<file path="src/rtl/mem_stream_loader.sv">
// Run-time loader for a small byte-wide table: a start command sets base/count,
// then a valid/ready stream fills consecutive (wrapping) entries. Registered read port.
module mem_stream_loader #(
  parameter int DATA_W = 8,
  parameter int ADDR_W = 2
) (
  input  logic              clk,
  input  logic              rst_n,
  input  logic              start,
  input  logic [ADDR_W-1:0] base_addr,
  input  logic [ADDR_W:0]   count,
  input  logic              in_valid,
  input  logic [DATA_W-1:0] in_data,
  output logic              in_ready,
  output logic              busy,
  output logic              done,
  input  logic [ADDR_W-1:0] raddr,
  output logic [DATA_W-1:0] rdata
);

  localparam int DEPTH = 2 ** ADDR_W;

  typedef enum logic [1:0] {IDLE, LOAD, DONE} state_t;

  state_t            state, state_nxt;
  logic [ADDR_W-1:0] ptr;
  logic [ADDR_W:0]   remaining;
  logic [DATA_W-1:0] arr [DEPTH];
  logic              hs;

  assign hs   = in_valid & in_ready;
  assign busy = (state != IDLE);

  always_ff @(posedge clk or negedge rst_n) begin
    if (!rst_n) state <= IDLE;
    else        state <= state_nxt;
  end

  always_comb begin
    state_nxt = state;
    in_ready  = 1'b0;
    done      = 1'b0;
    case (state)
      IDLE: begin
        if (start) state_nxt = (count != '0) ? LOAD : DONE;
      end
      LOAD: begin
        in_ready = 1'b1;
        if (in_valid && remaining == 1) state_nxt = DONE;
      end
      DONE: begin
        done      = 1'b1;
        state_nxt = IDLE;
      end
      default: state_nxt = IDLE;
    endcase
  end

  always_ff @(posedge clk or negedge rst_n) begin
    if (!rst_n) begin
      ptr       <= '0;
      remaining <= '0;
    end else if (state == IDLE && start && count != '0) begin
      ptr       <= base_addr;
      remaining <= count;
    end else if (hs) begin
      ptr       <= ptr + 1'b1;
      remaining <= remaining - 1'b1;
    end
  end

  // Reset clears the whole table, so a load aborted by reset leaves no partial data.
  always_ff @(posedge clk or negedge rst_n) begin
    if (!rst_n) begin
      for (int unsigned i = 0; i < DEPTH; i++) arr[i] <= '0;
    end else if (hs) begin
      arr[ptr] <= in_data;
    end
  end

  // Read samples the pre-write contents, giving read-before-write on collisions.
  always_ff @(posedge clk or negedge rst_n) begin
    if (!rst_n) rdata <= '0;
    else        rdata <= arr[raddr];
  end

endmodule

</file>
<file path="config.mk">
export PLATFORM = sky130hd
export DESIGN_NAME = mem_stream_loader
export DESIGN_NICKNAME = d
export VERILOG_FILES = /design/src/rtl/mem_stream_loader.sv
export SDC_FILE = /design/constraint.sdc
export NUM_CORES = 1
export LEC_CHECK = 0
export BUFFER_PORTS_ARGS = -buffer_cell sky130_fd_sc_hd__buf_4
export CORE_UTILIZATION = 38
export CTS_CLUSTER_DIAMETER = 120
export DETAILED_ROUTE_END_ITERATION = 10
export GPL_TIMING_DRIVEN = 0
export PLACE_DENSITY = 0.58
export SLEW_MARGIN = 20
export SYNTH_ARGS = -nofsm -noshare
export SYNTH_HDL_FRONTEND = slang
export SYNTH_SLANG_ARGS = --single-unit
</file>
<file path="constraint.sdc">
create_clock -name clk -period 1.25 [get_ports clk]
set_input_delay 0.125 -clock clk [delete_from_list [all_inputs] [get_ports clk]]
set_output_delay 0.125 -clock clk [all_outputs]
set_load 0.005 [all_outputs]
</file>
==> impl_metrics.ini <==
[final_layout]
diodes = 0
fillers = 499
mostFrequentLayoutCells = dfrtp_1, mux2_4, buf_4, mux4_2, ha_1
drive_above_1_share_pct = 54.0
fin_nets = 200
fin_area_um2 = 2690
area_growth_pct = 22.4
layout_commonest_cell = dfrtp_1

[logic_synthesis]
synth-seq-area-share_pct = 53.5
syn_area_per_cell_um2 = 16.3
synth_cell_types = 33
synth_flop_cell = dfrtp_1
ys_ff_latch = 47
ys_warn_count = 0
synth_cells = 135
async_reset_ff_share_pct = 100
synth_edf_count = 0
synth_area_um2 = 2200
synth_nets = 160

[sta]
fmax_ghz = 0.696
finalSetupViolCount = 41
fin_crit_sh_pct = 115
drv_slew = 0
clock_skew_ns = 0.00736
rsz0062_at_grt = true
slew_headroom_pct = 59.6
tightest_slew_ns = 0.606
fin_crit_ns = 1.44
setup_ws_ns = -0.186
whs_ns = 0.0611
finalSetupTns_ns = -6.47
report.final.hold_viol_count = 0

[floorplanning]
die_y_um = 78.1
die_x_um = 78.1
fp-row-count = 27
die_area_um2 = 6100
boundaryPins = 30
initial_utilization_pct = 39.7
core_area_um2 = 5540

[routing]
via_per_inst = 5.02
ant_nets = 0
routed_wl_mm = 4.21
vias = 1244
drt_iter0_drc = 29
drc = 0
drt_pass1_iterations = 4
wl_per_cell_um = 17.0

[critical_path]
critPathLaunchType = register
r2r_slack_ns = -0.19
endpoint_kind = register
reg2regPathDepth = 4
required_ns = 1.44
cp_max_fo = 8
path_class = register to register
crit_arrival_ns = 1.63

[pwr]
power_mw = 6.34
ir_worst_vdd_uv = 1060
power_density_nw_per_um2 = 2350
leakagePower_nw = 1.29

[status]
violations = setup timing
outcome = finished, violations left

[min_path]
min_path_type = primary input to register
min_path_cells = 2

[grt]
grt_pass1_wl_mm = 6.94
grt_max_degree = 48
grt_use_total_pct = 15.4
grt_pass1_vias = 1339
antenna_found_initial = 0
grt-ovfl-total = 0

[clocking]
cts_buffer_depth = 2
numCtsBuffers = 5
cts_tree = yes
ctsHtreeMaxLevel = 2
worstSkewPairLatency_ns = 0.30
cts.sinks = 47
clkTransAtPathRegs_ns = 0.09
cts_root_buf = clkbuf_8

[place]
pre_cts_ws_ns = -0.222
numPortBuffers = 27
placed_area_um2 = 2500
gp_congestion = 0.741
place_hpwl_mm = 2.79

[run]
drv_cap = 0
-- critical path, cell delays in order, from the launching register on --
cell and delay (ns):
dfrtp_2 0.47, and3b_1 0.26, buf_8 0.17, nand2_8 0.11, mux2_4 0.32
-- synthesized netlist by cell type, types with 2 or more instances --
cell type / count / share of area [%]
nand2_8: 3 / 2.7
or3b_1: 2 / 0.80
a21oi_1: 2 / 0.46
inv_1: 4 / 0.68
nor2_1: 3 / 0.51
mux4_2: 8 / 8.2
nand2_1: 2 / 0.34
nand3b_1: 2 / 0.68
mux2_4: 24 / 16
dfrtp_1: 47 / 53
ha_1: 6 / 3.4
a221o_1: 2 / 0.91
o21ai_1: 2 / 0.46
nand2b_1: 2 / 0.57
mux2_1: 8 / 4.1
-- where the power goes --
| group | switching, mW | internal [mW] | leakage (nW) |
|---|---|---|---|
| sequential | 0.452 | 2.29 | 0.565 |
| clock | 0.522 | 0.394 | 0.0483 |
| combinational | 0.934 | 1.75 | 0.680 |
-- flip-flops by register name, indices dropped and copies added (netlist names) --
signal     count
rdata          8
state          2
remaining      3
ptr            2
arr           32
-- timing repair --
item	4_1_cts	5_1_grt
gates resized for setup	16	1
endpoints found under the hold margin	47	0
cloned	0	0
hold buffers	1	0
pin swaps	2	1
endpoints found under the setup margin	41	42
buffers inserted	4	1
-- layout make-up --
cell class	count	area, um^2	area share (%)
Clock buffer	5	68.8	2.56
Clock inverter	3	18.8	0.697
Inverter	4	15.0	0.558
Multi-Input combinational cell	81	1050	38.9
Timing Repair Buffer	33	250	9.29
Buffer	3	23.8	0.883
Sequential cell	47	1180	43.8
Tap cell	72	90.1	3.35
-- stage by stage --
step,util (%),cells
finish,48.6,248
global route,48.6,248
CTS,48.4,247
detailed placement,45.1,234
global placement,45.1,234
floorplan,-,135
-- worst paths after layout --
kind | to | from
hold reg to reg | arr[12] | arr[12]
hold / removal | ptr[0] | base_addr[0]
setup / recovery | arr[7] | state[1]
max in group asynchronous | state[0] | rst_n
min in group asynchronous | rdata[5] | rst_n
setup reg to reg | arr[7] | state[1]
-- per-layer routing --
| layer | track usage (%) | share of wire, % | vias up | wire length, um |
|---|---|---|---|---|
| met3 | 3.72 | 3.8 | 9 | 161 |
| met1 | 18.9 | 43 | 647 | 1820 |
| met5 | 0 | 0 | - | 0 |
| li1 | - | - | 563 | - |
| met2 | 26.4 | 51 | 25 | 2150 |
| met4 | 5.56 | 1.9 | 0 | 78 |
-- cell families (layout without fill, tap and decap cells) --
group / after synthesis / after routing / share of synthesized area (%)
buffers and inverters: 7 / 48 / 1.59
adders and majority gates: 6 / 6 / 3.41
AOI/OAI and AO/OA: 10 / 10 / 3.30
and+or+nand+nor: 23 / 23 / 8.70
DFF: 47 / 47 / 53.5
muxes: 41 / 41 / 29.1
xor gates and xnor gates: 1 / 1 / 0.398
(Power assumes the default switching activity.)
